===== config.mk =====
export PLATFORM = sky130hd
export DESIGN_NAME = uart_tx_arbiter
export DESIGN_NICKNAME = d
export VERILOG_FILES = /design/src/rtl/uart_tx_arbiter.sv
export SDC_FILE = /design/constraint.sdc
export NUM_CORES = 1
export LEC_CHECK = 0
export ABC_AREA = 1
export BUFFER_PORTS_ARGS = -buffer_cell sky130_fd_sc_hd__buf_2
export CORE_ASPECT_RATIO = 0.9
export CORE_MARGIN = 2
export CORE_UTILIZATION = 38
export CTS_CLUSTER_DIAMETER = 80
export DETAILED_ROUTE_END_ITERATION = 7
export SETUP_SLACK_MARGIN = 0.05
export SYNTH_ARGS = -nofsm -noshare
export SYNTH_HDL_FRONTEND = slang
export SYNTH_SLANG_ARGS = --single-unit

===== constraint.sdc =====
create_clock -name clk -period 2.85 [get_ports clk]
set_input_delay 0 -clock clk [delete_from_list [all_inputs] [get_ports clk]]
set_output_delay 0 -clock clk [all_outputs]
set_load 0.05 [all_outputs]

===== src/rtl/uart_tx_arbiter.sv =====
// Round-robin arbiter sharing one UART transmitter between NUM_REQ byte producers.
// Grants one byte at a time, runs the txStart/txBusy handshake with a start timeout,
// and reports per-byte completion or abort tagged with the owning requester.
module uart_tx_arbiter #(
  parameter int unsigned NUM_REQ       = 4,
  parameter int unsigned START_TIMEOUT = 4096,
  parameter int unsigned ID_W          = $clog2(NUM_REQ)
) (
  input  logic                 clk,
  input  logic                 reset,
  input  logic                 enable,
  input  logic [NUM_REQ-1:0]   reqValid,
  input  logic [8*NUM_REQ-1:0] reqData,
  output logic [NUM_REQ-1:0]   reqReady,
  output logic                 txEn,
  output logic                 txStart,
  output logic [7:0]           txIn,
  input  logic                 txBusy,
  input  logic                 txDone,
  output logic [ID_W-1:0]      grantId,
  output logic                 active,
  output logic                 sentPulse,
  output logic                 abortPulse
);

  localparam int unsigned CNT_W = $clog2(START_TIMEOUT + 1);

  typedef enum logic [1:0] {StIdle, StStart, StWaitDone} state_e;

  state_e            state_q, state_d;
  logic [ID_W-1:0]   ptr_q, ptr_d;
  logic [ID_W-1:0]   grant_id_q, grant_id_d;
  logic [7:0]        tx_in_q, tx_in_d;
  logic [CNT_W-1:0]  cnt_q, cnt_d;
  logic              sent_q, sent_d;
  logic              abort_q, abort_d;
  logic              found;
  logic [ID_W-1:0]   winner;
  int unsigned       idx;

  // Find the first valid requester starting at ptr, wrapping modulo NUM_REQ.
  always_comb begin
    found  = 1'b0;
    winner = '0;
    idx    = 0;
    for (int unsigned i = 0; i < NUM_REQ; i++) begin
      idx = 32'(ptr_q) + i;
      if (idx >= NUM_REQ) idx = idx - NUM_REQ;
      if (!found && reqValid[ID_W'(idx)]) begin
        found  = 1'b1;
        winner = ID_W'(idx);
      end
    end
  end

  // Next-state logic: grant, start handshake with timeout, wait for completion.
  always_comb begin
    state_d    = state_q;
    ptr_d      = ptr_q;
    grant_id_d = grant_id_q;
    tx_in_d    = tx_in_q;
    cnt_d      = cnt_q;
    sent_d     = 1'b0;
    abort_d    = 1'b0;
    reqReady   = '0;
    unique case (state_q)
      StIdle: begin
        // Reset gating keeps the combinational accept pulse quiet while reset is held.
        if (enable && found && !reset) begin
          reqReady[winner] = 1'b1;
          grant_id_d       = winner;
          tx_in_d          = reqData[{winner, 3'b000} +: 8];
          ptr_d            = (winner == ID_W'(NUM_REQ - 1)) ? '0 : winner + 1'b1;
          cnt_d            = '0;
          state_d          = StStart;
        end
      end
      StStart: begin
        // txBusy takes priority over a timeout landing in the same cycle.
        if (txBusy) begin
          cnt_d   = '0;
          state_d = StWaitDone;
        end else if (enable) begin
          if (cnt_q >= CNT_W'(START_TIMEOUT - 1)) begin
            abort_d = 1'b1;
            cnt_d   = '0;
            state_d = StIdle;
          end else begin
            cnt_d = cnt_q + 1'b1;
          end
        end
      end
      StWaitDone: begin
        if (txDone && !txBusy) begin
          sent_d  = 1'b1;
          state_d = StIdle;
        end
      end
      default: state_d = StIdle;
    endcase
  end

  // State and datapath registers.
  always_ff @(posedge clk or posedge reset) begin
    if (reset) begin
      state_q    <= StIdle;
      ptr_q      <= '0;
      grant_id_q <= '0;
      tx_in_q    <= '0;
      cnt_q      <= '0;
      sent_q     <= 1'b0;
      abort_q    <= 1'b0;
    end else begin
      state_q    <= state_d;
      ptr_q      <= ptr_d;
      grant_id_q <= grant_id_d;
      tx_in_q    <= tx_in_d;
      cnt_q      <= cnt_d;
      sent_q     <= sent_d;
      abort_q    <= abort_d;
    end
  end

  // Output decode.
  always_comb begin
    txEn       = enable;
    txStart    = (state_q == StStart);
    active     = (state_q != StIdle);
    txIn       = tx_in_q;
    grantId    = grant_id_q;
    sentPulse  = sent_q;
    abortPulse = abort_q;
  end

endmodule


* After elaboration in Yosys (flattened, before gate mapping)
Cells that the tools add are included.
W data, S select, Z words.
** Word-level totals
- Output and inout port bits :: 19
- Latch bits :: 0
- Memory bits (read-only) :: 0
- Register bits :: 29
- Memories kept :: 0
- RAM bits :: 0
- Input port bits :: 41
- Word-level logic and storage cells :: 95
** Operators by class
- Order comparisons :: 11
- Bitwise operators :: 0
- Reduce and logical (&&, ||, !) cells :: 18
- Equal/unequal tests :: 7
- Add/subtract/negate cells :: 9
- Divide/modulo/power cells :: 0
- Shift-type cells :: 1
- Multipliers :: 0
- Muxes and demuxes :: 42
** Operators by type and width (count)
- $mux W13 :: 4
- $shiftx A32 B6 Y8 :: 1
- $mux W2 :: 14
- $pmux W13 S2 :: 1
- $lt A2 B3 Y1 const B :: 5
- $mux W1 :: 15
- $add A13 B1 Y13 const B :: 1
- $ge A13 B12 Y1 const B :: 1
- $ge A3 B3 Y1 const B :: 3
- $bmux W1 S2 :: 4
- $mux W4 :: 2
- $sub A2 B1 Y2 const B :: 4
- $logic_and A1 B1 Y1 :: 7
- $add A2 B2 Y3 const B :: 2
- $pmux W2 S3 :: 1
- $logic_not A1 Y1 :: 5
- $eq A2 B2 Y1 const B :: 2
- $ne A2 B2 Y1 const B :: 2
- $reduce_and A4 Y1 :: 1
- $reduce_bool A2 Y1 :: 2
- $add A2 B1 Y3 const B :: 1
- $ge A2 B3 Y1 const B :: 1
- $ne A3 B1 Y1 const B :: 1
- $ne A3 B2 Y1 const B :: 1
- other kinds (7) :: 7

* Logic depth before layout (Yosys ltp)
- Depth in word-level cells :: 20
- Gate-level depth with buffers :: 16
- Depth with buffers taken out :: 14

* Least setup slack after synthesis
Ideal clock, no wire load.
- Kind :: flip-flop to output port
- Start point :: reg ptr_q[0]
- End point :: out reqReady[2]
- Required time :: 2.850 ns
- Stages on the path, launching flop included :: 14
- Arrival time :: 2.160 ns
- Path slack :: 0.690 ns
- Buffers on the path :: 1
- Cell sequence :: dfrtp_1 buf_6 inv_6 nand2_1 nand3_1 nand2_1 nor2_4 nand3_1 nand3_1 nand2_2 inv_2 ha_1 inv_1 nor2_1
** On the way
- Word-level cells in the longest chain between the ends :: 20
- Elaborated cells on any way between the ends :: 46
- Classes of those cells :: add/sub: 7; order compare: 6; mux: 24; reduce/logical: 9
** RTL lines
- start, declared :: line 31 : logic [ID_W-1:0] ptr_q, ptr_d;
- start signal, assigned :: line 115 : ptr_q <= ptr_d;
- parallel branches: the longest is 13 deep, another holds $add A2 B1 Y3
- $mux W2 * :: line 49 : if (!found && reqValid[ID_W'(idx)]) begin
- via winner[1] :: line 38 : logic [ID_W-1:0] winner;
- $lt A2 B3 Y1 (implied by the code) / $ge A2 B1 Y1 (equally long branches) :: line 70 : reqReady[winner] = 1'b1;
- $logic_and A1 B1 Y1 (implied by the code) :: line 70
- $mux W1 (implied by the code) :: line 70
- $demux W1 S2 * :: line 70
- $mux W4 * :: line 69 : if (enable && found && !reset) begin
- $mux W4 * :: line 66 : unique case (state_q)
- end, declared :: line 14 : output logic [NUM_REQ-1:0] reqReady,
Mark *: on every way through the listed nets, which the timed path passes. The select of a mux whose other input is x is not followed.

* Worst setup path after layout
Same ends and word-level chain as after synthesis.

==> results.tsv <==
metric	value	unit
worst r2r path cells	12	
Critical Path AT	2520	ps
outcome	completed	
Ports	60	
combinational power share	65.0	%
class of the worst hold path	in2reg	
IO buf count	59	
clk sink count	29	
synth top area cells	dfrtp_1, nand2_1, inv_1, nand3_1, nor2_1	
antenna diode instance count	0	
Synth Cell Area	2240	um^2
# Post-CTS Setup Buffers	0	
clk slew on worst S/H paths	80	ps
WP data required	2850	ps
Pint	1.369	mW
nets@finish	458	
Yosys reg bits	29	
fmax	0.3973	GHz
Reg2Reg Launch Point	ptr_q[0]	
largest net degree at the start of global routing	24	
CP dominant cell by count	nand2_2	
CP Class	reg2out	
Final WS setup	333.0	ps
DRT Pass-1 Iters	4	
Clock Latency Late Sink	290	ps
share of cells above drive strength 1	22.03	%
Relative slew margins	73.04	%
core outline area	5693	um^2
# setup viols final	0	
final hold viol count	0	
Placed Cells	473	
Syn Inst Count	349	
Final Total Pwr	3.056	mW
Min Hold Slack	19.87	ps
pre-CTS WS	516.8	ps
Area growth syn-to-layout	21.96	%
dpl hpwl	4414	um
RePlAce Congestion	0.8773	
CP max stage cell	dfrtp_1	
flop-to-flop setup slack	630	ps
Period Utilization, post-route	88.32	%
most frequent cells in the layout	nand2_1, buf_2, inv_1, nand3_1, dfrtp_1	
stages on the worst setup path	14	
Core Util, Final	47.98	%
vias in the first global route	2200	
CTS H-Tree Depth	2	
post-route ant nets	0	
Max rail drop VDD	0.0005546	V
Crit path largest cell delay	590	ps
Worst Setup SP	ptr_q[0]	
Die H	76.83	um
commonest non-fill, non-tap cell in the layout	nand2_1	
Cell Pwr Density	1119	nW/um^2
vias per inst	4.810	
Sequential Power Share	20.1	%
initial antenna violation count	0	
Pleak	1.520	nW
Cell Rows	26	
Seq/Total Area, Yosys	32.40	%
Yosys cell types	27	
# DRC	0	
RSZ-0062 raised after global routing	false	
clock power share	14.9	%
synth warn	0	
first-pass GRT wire length	10070	um
Synth Net Count	395	
dominant synthesized flop cell	dfrtp_1	
Final Instance Area	2731	um^2
CP cell instances	inv_6 -> nand2_2 -> nand2_2 -> nand2_1 -> nand2_1 -> nor2_4 -> nand3_1 -> nand3_1 -> nand2_2 -> inv_2 -> ha_1 -> inv_1 -> nor2_1 -> buf_2	
buffer and inverter count on the worst path	4	
ys async rst share	100.0	%
Root Driver	clkbuf_8	
Die Span X	84.93	um
Starting Density	39.34	%
Post-synth EDFFs	0	
placed instance area	2587	um^2
Slew Viols, Final	0	
via count	2323	
Startpoint Class	register	
fin cells	483	
TritonCTS buffer count	5	
DR iter-0 viols	98	
total grt overflow	0	
CP endpoint kind	output port	
crit-path leading delay family	simple AND/OR/NAND/NOR gates	
DRT Wirelength	5736	um
TritonCTS clock tree	built	
Synth Area per Inst	6.417	um^2
Hold Path Depth	3	
Clock Skew	11.46	ps
Synth top area share	32.40	%
Synth area leader	dfrtp_1	
Slew @ Worst Pin	403.9	ps
Switch Pwr	1.687	mW
CTS max path bufs	2	
total of max-cap violations	0	
critical-path maximum fanout	11	
Sw Ratio	55.21	%
Setup Total Neg Slack	0	ps
Final Critical Period	2517	ps
total track usage	18.74	%
hold path startpoint	enable	
wire per inst	11.88	um
die area	6525	um^2
-- routing by layer --
layer / up-vias / track usage [%] / wire (um)
met5: - / 0 / 0
met4: 0 / 4.286 / 44
met3: 4 / 3.229 / 290
met2: 67 / 28.82 / 2535
met1: 1041 / 27.42 / 2867
li1: 1211 / - / -
-- final cells by class --
cell class	count	area [um^2]
well taps	70	87.58
fillers	577	2962
clock inverters	1	30.03
inverters	60	230.2
multi-input cells	250	1219
flip-flops and latches	29	725.7
repair buffers	66	352.8
clock buffers	7	86.33
-- worst paths after layout --
| path | endpoint |
|---|---|
| worst min-delay path | abortPulse |
| worst max-delay path | reqReady[2] |
| min in group asynchronous | txIn[5] |
| max in group asynchronous | cnt_q[8] |
| worst min register to register | sentPulse |
| worst max register to register | ptr_q[1] |
-- cells by family after synthesis --
kind of cell             Yosys count  share of synthesized area (%)
AND/OR/NAND/NOR                  217                          43.63
buffers and inverters             70                          13.52
flip-flops                        29                          32.40
AO/OA/AOI/OAI                     21                          4.916
XOR/XNOR                           7                          2.737
adder cells (fa/ha/maj)            5                          2.793
-- power by group through the flow --
stage | Combinational, mW | Clock, mW | Sequential (mW)
2_1_floorplan | 1.42 | 0 | 0.816
4_1_cts | 1.98 | 0.465 | 0.613
5_1_grt | 2.23 | 0.483 | 0.630
6_report | 1.99 | 0.455 | 0.614
3_5_place_dp | 1.97 | 0 | 0.617
3_3_place_gp | 1.97 | 0 | 0.622
-- cell usage after synthesis, drive strengths merged (2+ instances only) --
| library cell | instances |
|---|---|
| nand2 | 128 |
| inv | 60 |
| nand3 | 32 |
| nor2 | 30 |
| dfrtp | 29 |
| o21ai | 17 |
| nand4 | 12 |
| buf | 9 |
| nor3 | 7 |
| xor2 | 7 |
| nor4 | 6 |
| ha | 5 |
| a21oi | 2 |
| nand3b | 2 |
-- tightest hold or removal path, delay by kind of cell --
family	cells	cell delay (ps)
and+or+nand+nor	2	120
buffers and inverters	1	140
-- state kept, by name, summed over array words and instances (netlist names) --
signal      flops
grantId         2
cnt_q          13
abortPulse      1
ptr_q           2
sentPulse       1
state_q         2
txIn            8
-- timing repair --
action | 4_1_cts | 5_1_grt
endpoints found under the hold margin | 7 | 0
hold buffers | 2 | 0
endpoints found under the setup margin | 0 | 2
gates resized for setup | 0 | 1
Power figures use the tool's default switching activity.
